$ cat src/rtl/router_pkt_fifo.sv
// Packet-aware router output FIFO: header-tagged storage, occupancy/almost-full status and
// a remaining-bytes counter for the packet being drained. Optional macro: FIFO_ERR_FLAGS_EN.
module router_pkt_fifo #(
  parameter int DATA_W   = 8,
  parameter int DEPTH    = 16,
  parameter int AF_LEVEL = 14
) (
  input  logic                   clock,
  input  logic                   resetn,
  input  logic                   soft_reset,
  input  logic                   write_enb,
  input  logic                   read_enb,
  input  logic                   lfd_state,
  input  logic [DATA_W-1:0]      data_in,
  output logic [DATA_W-1:0]      data_out,
  output logic                   full,
  output logic                   empty,
  output logic                   almost_full,
  output logic [$clog2(DEPTH):0] fill_level,
  output logic [DATA_W-2:0]      pkt_rem,
  output logic                   pkt_done
`ifdef FIFO_ERR_FLAGS_EN
  ,
  output logic                   overflow_err,
  output logic                   underflow_err
`endif
);

  localparam int AW = $clog2(DEPTH);
  localparam int PW = AW + 1;
  localparam int LW = DATA_W - 1;
  localparam logic [PW-1:0] AF_LVL = PW'(AF_LEVEL);
  localparam logic [LW-1:0] ONE_L  = LW'(1);

  // Header length field plus one trailing parity byte.
  function automatic logic [LW-1:0] hdr_len(input logic [DATA_W-1:0] hdr);
    return {1'b0, hdr[DATA_W-1:2]} + ONE_L;
  endfunction

  function automatic logic [LW-1:0] dec_floor(input logic [LW-1:0] cnt);
    return (cnt == '0) ? '0 : cnt - ONE_L;
  endfunction

  logic [DATA_W:0] mem [DEPTH];
  logic [PW-1:0]   wr_ptr, rd_ptr;
  logic [PW-1:0]   wr_ptr_nxt, rd_ptr_nxt, fill_nxt;
  logic            lfd_q;
  logic            wr_acc_p0, rd_acc_p0;
  logic [DATA_W:0] rd_word_p0;

  // Stage p0: accept requests against pre-edge full/empty
  assign full       = (wr_ptr[AW] != rd_ptr[AW]) && (wr_ptr[AW-1:0] == rd_ptr[AW-1:0]);
  assign empty      = (wr_ptr == rd_ptr);
  assign wr_acc_p0  = write_enb && !full && !soft_reset;
  assign rd_acc_p0  = read_enb && !empty && !soft_reset;
  assign rd_word_p0 = mem[rd_ptr[AW-1:0]];

  always_comb begin
    wr_ptr_nxt = wr_ptr + {{AW{1'b0}}, wr_acc_p0};
    rd_ptr_nxt = rd_ptr + {{AW{1'b0}}, rd_acc_p0};
    fill_nxt   = wr_ptr_nxt - rd_ptr_nxt;
  end

  always_ff @(posedge clock) begin
    if (wr_acc_p0) begin
      mem[wr_ptr[AW-1:0]] <= {lfd_q, data_in};
    end
  end

  always_ff @(posedge clock or negedge resetn) begin
    if (!resetn) begin
      wr_ptr      <= '0;
      rd_ptr      <= '0;
      fill_level  <= '0;
      almost_full <= 1'b0;
      lfd_q       <= 1'b0;
    end else if (soft_reset) begin
      wr_ptr      <= '0;
      rd_ptr      <= '0;
      fill_level  <= '0;
      almost_full <= 1'b0;
      lfd_q       <= 1'b0;
    end else begin
      wr_ptr      <= wr_ptr_nxt;
      rd_ptr      <= rd_ptr_nxt;
      fill_level  <= fill_nxt;
      almost_full <= (fill_nxt >= AF_LVL);
      lfd_q       <= lfd_state;
    end
  end

  // Stage p1: registered read data and packet byte tracking
  always_ff @(posedge clock or negedge resetn) begin
    if (!resetn) begin
      data_out <= '0;
      pkt_rem  <= '0;
      pkt_done <= 1'b0;
    end else if (soft_reset) begin
      data_out <= '0;
      pkt_rem  <= '0;
      pkt_done <= 1'b0;
    end else begin
      pkt_done <= 1'b0;
      if (rd_acc_p0) begin
        data_out <= rd_word_p0[DATA_W-1:0];
        if (rd_word_p0[DATA_W]) begin
          pkt_rem <= hdr_len(rd_word_p0[DATA_W-1:0]);
        end else begin
          pkt_rem  <= dec_floor(pkt_rem);
          pkt_done <= (pkt_rem == ONE_L);
        end
      end
    end
  end

`ifdef FIFO_ERR_FLAGS_EN
  always_ff @(posedge clock or negedge resetn) begin
    if (!resetn) begin
      overflow_err  <= 1'b0;
      underflow_err <= 1'b0;
    end else if (soft_reset) begin
      overflow_err  <= 1'b0;
      underflow_err <= 1'b0;
    end else begin
      if (write_enb && full) overflow_err <= 1'b1;
      if (read_enb && empty) underflow_err <= 1'b1;
    end
  end
`endif

endmodule

$ cat config.mk
export PLATFORM = sky130hd
export DESIGN_NAME = router_pkt_fifo
export DESIGN_NICKNAME = d
export VERILOG_FILES = /design/src/rtl/router_pkt_fifo.sv
export SDC_FILE = /design/constraint.sdc
export NUM_CORES = 1
export LEC_CHECK = 0
export ABC_CLOCK_PERIOD_IN_PS = 5000
export CORE_MARGIN = 10
export CORE_UTILIZATION = 55
export DETAILED_ROUTE_END_ITERATION = 10
export PLACE_DENSITY = 0.78
export REMOVE_ABC_BUFFERS = 1
export SYNTH_ARGS = -nofsm -noshare
export SYNTH_HDL_FRONTEND = slang
export SYNTH_SLANG_ARGS = --single-unit
$ cat constraint.sdc
create_clock -name clock -period 5 [get_ports clock]
set_clock_uncertainty 0.1 [all_clocks]
set_input_delay 1 -clock clock [delete_from_list [all_inputs] [get_ports clock]]
set_output_delay 1 -clock clock [all_outputs]
set_load 0.01 [all_outputs]
==> results of run 1 <==
[placed cells by master, fill, tap and decap left out, drive strengths merged, types with 6 or more instances in the layout]
| cell | n |
|---|---|
| a22o | 9 |
| xnor2 | 12 |
| inv | 10 |
| nand3 | 8 |
| edfxtp | 144 |
| dfrtp | 33 |
| mux4 | 33 |
| clkbuf | 18 |
| nor2b | 7 |
| a21oi | 9 |
| nor2 | 33 |
| clkdlybuf4s50 | 37 |
| ha | 11 |
| mux2i | 20 |
| xor2 | 9 |
| nand2 | 13 |
| buf | 17 |
| clkinv | 6 |
| nor3 | 7 |
| o21ai | 10 |
[power groups by stage]
stage	clock network (uW)	registers [uW]	logic (uW)
after detailed placement	0	1660	236
after global placement	0	1660	230
after global routing	1320	1630	261
final	1250	1630	236
after floorplan	0	1680	123
after CTS	1260	1630	237
[worst min path at each step]
| stage | to | depth (start not counted) |
|---|---|---|
| 2_1_floorplan | data_out[2] | 1 |
| 5_1_grt | data_out[3] | 1 |
| 6_report | data_out[3] | 1 |
| 3_5_place_dp | data_out[3] | 1 |
| 4_1_cts | data_out[3] | 1 |
| 3_3_place_gp | data_out[2] | 1 |
[cell usage after synthesis (3+ instances only)]
library cell,n
mux4_1,11
o21ai_0,5
ha_1,11
nand2b_1,5
inv_1,7
buf_2,4
a22o_1,8
a21oi_1,8
xnor2_1,12
clkbuf_1,4
a221oi_1,5
mux2i_1,20
buf_12,3
nand3_1,8
nor3_1,6
nor2b_1,7
xor2_1,9
mux4_2,22
buf_6,3
nand2_1,12
dfrtp_1,33
nor2_1,33
edfxtp_1,144
o21ai_1,4
[routing by layer]
| metal | global-route usage (%) | vias to the layer above | wire length [um] |
|---|---|---|---|
| li1 | - | 1749 | - |
| met2 | 25.76 | 142 | 7004 |
| met3 | 4.613 | 19 | 1197 |
| met1 | 21.29 | 1996 | 6238 |
| met5 | 0 | - | 0 |
| met4 | 6.627 | 0 | 213 |
[through the flow]
step                setup WS, ns  std cells  power (uW)  hold WS, ns
finish                     1.103        661        3114       0.4024
floorplan                 0.2758        402        1799       0.4328
detailed placement        0.8813        632        1899       0.3877
global route              0.8406        661        3218       0.4160
global placement          0.9703        632        1892       0.3826
CTS                        1.136        661        3132       0.4059
[area by class of cell]
class                      instances  area (um^2)  share of cell area [%]
multi-input combinational        215         2078                   24.36
sequential                       177         5151                   60.38
tap                              176        220.2                   2.581
clock buffer                      18        429.2                   5.031
clock inverter                    11        116.4                   1.364
timing repair buffer              54        498.0                   5.837
inverter                          10        37.54                  0.4400
[flip-flops by register name, indices dropped and copies added, names as in the netlist]
signal / cells
wr_ptr: 5
pkt_rem: 7
data_out: 8
mem: 144
pkt_done: 1
almost_full: 1
lfd_q: 1
fill_level: 5
rd_ptr: 5
[logic make-up (layout without fill, tap and decap cells)]
group | count (synthesis) | count (layout) | synth area share (%)
AND/OR/NAND/NOR | 86 | 86 | 5.826
AO/OA/AOI/OAI | 41 | 41 | 4.007
buffers and inverters | 28 | 93 | 2.728
flip-flops | 177 | 177 | 69.30
multiplexers | 54 | 54 | 13.40
adder cells (fa/ha/maj) | 13 | 13 | 2.256
XOR/XNOR | 21 | 21 | 2.475
==> metrics.cfg, run 1 <==
[layout]
nets = 501
antennaDiodeCount = 0
area_delta_synth_final_pct = 14.80
fillers = 947
layout-drive-gt1-share_pct = 15.67
utilization_pct = 64.42
fin_area_um2 = 8531

[timing]
fin_crit_ns = 3.897
setup_viol = 0
finalHoldViolCount = 0
rsz0062_at_grt = no
maxSlewHeadroom_pct = 25.41
tightest_slew_ns = 1.115
final_max_slew_viol_count = 0
timing.fmax_mhz = 256.6
period_share_pct = 77.94
finalSetupTns_ns = 0

[setup_path]
crit_path_max_incr_delay_ns = 0.74
path_cells = xor2_1 -> nor4_1 -> nor2b_1 -> or3b_1 -> inv_2 -> ha_1 -> ha_1 -> fa_1 -> maj3_1 -> a21oi_1 -> xnor2_1 -> nor2_1 -> a31o_1
crit_fanout = 11
crit_buf_inv = 1
path_depth = 13
endpoint = almost_full
r2r_slack_ns = 1.10
r2r_cells = 13
critPathSlowestCell = dfrtp_1
crit_path_start = rd_ptr[3]
worstSetupStartpointType = flop
cpLargestDelayFamily = adder cells
crit_top_cell = ha_1
critical_path_class = reg -> reg
worstPathArrival_ns = 4.11
r2r-end = almost_full
end_kind = flop
r2r-start = rd_ptr[3]
required_ns = 5.21

[floorplanning]
start_util_pct = 56.11
num_rows = 42
dieHeight_um = 136.2
die_w_um = 136.2
core-area_um2 = 13240
dieArea_um2 = 18560
ios = 38

[cts]
cts.sinks = 177
cts_setup_buffers = 0
ctsLongestPathBuffers = 2
cts_max_level = 4
path_clk_slew_ns = 0.06
numCtsBuffers = 17
cts_tree = yes
clock_latency_ns = 0.43
clockRootBuffer = clkbuf_16
cts-resized-gates = 0
postCtsHoldBufs = 0

[logic_synthesis]
synth_area_um2 = 7431
synth_cells = 420
seq_area_frac_synth_pct = 69.30
synth_edf_count = 144
synth-async-reset-ratio_pct = 18.64
synth.largest_area_cell = edfxtp_1
synthDominantCellAreaShare_pct = 58.19
ys_seq_elements = 177
synth_cell_types = 53
ys_warn_count = 0
synth_flop_cell = edfxtp_1
ys_top_cells_by_area = edfxtp_1 (58%), dfrtp_1 (11%), mux4_2 (6.7%)
syn_avg_cell_area_um2 = 17.69

[routing]
drt-total-wl_um = 14650
ant_nets = 0
wl_per_cell_um = 22.17
drtIter0Drc = 312
drc = 0
viasPerCell = 5.909
drt_first_pass_iters = 5
num_vias = 3906

[power]
p_int_uw = 2452
seqPwrFrac_pct = 52.4
swShare_pct = 21.26
leakage_uw = 0.003000
ir_drop_uv = 284.7
pwr-share-clk_pct = 40.0
comb_power_share_pct = 7.6
switching_power_uw = 662.3
cellPowerDensity_nw_per_um2 = 365.1

[global_routing]
grt_pass1_vias = 3950
antenna_found_initial = 0
grt_max_degree = 43
gr-total-overflow = 0
grt_usage_pct = 16.44
grt_pass1_wl_um = 22470

[min_path]
hp-class = reg -> reg
worstHoldStart = data_out[3]

[placement]
post_dp_cell_area_um2 = 7985
port_buffers = 37
gp_congestion = 0.8142
hpwl_um = 9405

[job]
maxCapViolations = 0

[status]
status = complete, no violations

(Power assumes the default switching activity.)
==> inputs of run 2 (changes only) <==
--- a/config.mk
+++ b/config.mk
@@ -5,11 +5,11 @@
 export SDC_FILE = /design/constraint.sdc
 export NUM_CORES = 1
 export LEC_CHECK = 0
-export ABC_CLOCK_PERIOD_IN_PS = 5000
+export ABC_CLOCK_PERIOD_IN_PS = 3300
 export CORE_MARGIN = 10
-export CORE_UTILIZATION = 55
+export CORE_UTILIZATION = 54
 export DETAILED_ROUTE_END_ITERATION = 10
-export PLACE_DENSITY = 0.78
+export PLACE_DENSITY = 0.8
 export REMOVE_ABC_BUFFERS = 1
 export SYNTH_ARGS = -nofsm -noshare
 export SYNTH_HDL_FRONTEND = slang
==> constraint.sdc (replaced) <==
create_clock -name clock -period 3.3 [get_ports clock]
set_clock_uncertainty 0.1 [all_clocks]
set_input_delay 0.66 -clock clock [delete_from_list [all_inputs] [get_ports clock]]
set_output_delay 0.66 -clock clock [all_outputs]
set_load 0.01 [all_outputs]
==> run 2 against run 1 <==
  * Fmax is 20% higher
  * Wire length is 4.7% higher
  * Worst setup slack worse by 1.1 ns
  * First-iteration DRC count is 11% higher
  * Combinational power is 67% higher
  * Total power is 55% higher
  * Global-route usage is 0.55 points higher
  * Highest routed layer unchanged
==> metrics.cfg, run 2 (synthesis results as in run 1) <==
[timing]
finalHoldViolCount = 0
setup_viol = 0
timing.fmax_mhz = 307.7
final_max_slew_viol_count = 0
rsz0062_at_grt = yes
maxSlewHeadroom_pct = 46.83
fin_crit_ns = 3.250
hold_ws_ns = 0.4149
tightest_slew_ns = 0.7976
period_share_pct = 98.49

[layout]
utilization_pct = 66.74
nets = 534
ff_latch_area_um2 = 5151
fillers = 875
antennaDiodeCount = 0
fin_area_um2 = 8909
area_delta_synth_final_pct = 19.89
multiInputGateArea_um2 = 2166
final_common_cell = edfxtp_1
largest_register_ff_count = 144
layout-drive-gt1-share_pct = 24.76
fin_cells = 697
final_cell_mix = edfxtp_1 (144), buf_4 (50), clkdlybuf4s50_1 (37)

[setup_path]
crit_path_max_incr_delay_ns = 0.40
crit_top_cell = inv_2
critPathSlowestCell = dfrtp_1
worstPathArrival_ns = 3.46
path_cells = xor2_2 -> nor4_4 -> nor2b_4 -> or3b_4 -> inv_4 -> ha_4 -> inv_2 -> ha_1 -> inv_2 -> fa_2 -> maj3_2 -> a21oi_2 -> xnor2_1 -> nor2_1 -> a31o_1
crit_buf_inv = 3
end_kind = flop
required_ns = 3.51
worstSetupStartpointType = flop
cpLargestDelayFamily = adder cells
crit_fanout = 2
critical_path_class = reg -> reg

[placement]
post_dp_cell_area_um2 = 8203
dp.cells = 661
gp_congestion = 0.8597
hpwl_um = 9806
port_buffers = 37

[cts]
cts_max_level = 4
cts_tree = yes
numCtsBuffers = 17
cts.sinks = 177
clock_latency_ns = 0.43
clockRootBuffer = clkbuf_16
ctsLongestPathBuffers = 2
path_clk_slew_ns = 0.07

[floorplanning]
dieArea_um2 = 18850
die_w_um = 137.3
core-area_um2 = 13350
ios = 38
num_rows = 42
start_util_pct = 55.67
dieHeight_um = 137.3

[global_routing]
antenna_found_initial = 0
grt_max_degree = 43
gr-total-overflow = 0
grt_pass1_wl_um = 23590
grt_pass1_vias = 4127
grt_usage_pct = 16.99

[routing]
ant_nets = 0
wl_per_cell_um = 22.00
viasPerCell = 5.854
drt_first_pass_iters = 4
drtIter0Drc = 345
num_vias = 4080
drt-total-wl_um = 15340
drc = 0

[min_path]
hp-class = reg -> reg

[power]
ir_drop_uv = 546.9
leakage_uw = 0.003194
finalPower_uw = 4835
cellPowerDensity_nw_per_um2 = 542.7

[job]
maxCapViolations = 0

[status]
status = complete, no violations

run 2: cell count changes in the layout (fill, tap and decap cells not counted), moves of 2 or more:
cell,previous run,this run
clkinv_4,0,3
inv_1,7,5
ha_1,11,9
clkinv_1,5,3
xor2_2,0,4
xor2_1,9,5
buf_4,17,50
ha_4,0,2
run 2: worst paths after layout:
check | from | endpoint | slack [ns] | cells after the start
worst max-delay path | wr_ptr[1] | almost_full | 0.05 | 15
max in group asynchronous | resetn | rd_ptr[0] | 2.23 | 2
worst min-delay path | data_out[4] | data_out[4] | 0.41 | 1
min in group asynchronous | resetn | rd_ptr[3] | 0.55 | 2
worst min register to register | data_out[4] | data_out[4] | 0.41 | 1
worst max register to register | wr_ptr[1] | almost_full | 0.05 | 15
run 2: where the power goes:
part	internal, uW	total [uW]	switching, uW
Clock	1120	1970	844
Sequential	2450	2470	22.4
Combinational	196	395	199
Total	3770	4830	1070
run 2: layout make-up:
class | instances | area share (%)
repair buffers | 87 | 8.371
clock inverters | 15 | 1.798
clock buffers | 17 | 4.775
well taps | 176 | 2.472
inverters | 10 | 0.4494
flip-flops and latches | 177 | 57.82
multi-input cells | 215 | 24.31
run 2: worst reg2reg max path, cell delays in order (launching register included):
cell,delay [ns]
dfrtp_1,0.40
xor2_2,0.27
nor4_4,0.10
nor2b_4,0.14
or3b_4,0.40
inv_4,0.08
ha_4,0.19
inv_2,0.06
ha_1,0.16
inv_2,0.04
fa_2,0.33
maj3_2,0.32
a21oi_2,0.16
xnor2_1,0.13
nor2_1,0.08
a31o_1,0.19
run 2: layer usage:
layer	part of all wire [%]	vias up	global-route usage [%]	wire, um
li1	-	1813	-	-
met2	51	152	28.69	7820
met5	0	-	0	0
met1	39	2092	20.54	6056
met4	1.5	0	5.445	227
met3	8.0	23	5.062	1230
run 2: repair_timing:
action	in CTS	in global routing
hold buffers	0	0
gates resized for setup	9	8
setup endpoints to repair	3	4
pin swaps	2	6
buffers inserted	2	2
run 2: stage by stage:
stage               worst slack, ns  TNS [ns]
floorplan                    -1.424    -62.07
global placement            -0.2846   -0.4768
detailed placement          -0.3721   -0.7217
CTS                       0.0007261         0
global route               -0.07712  -0.08370
finish                      0.04975         0
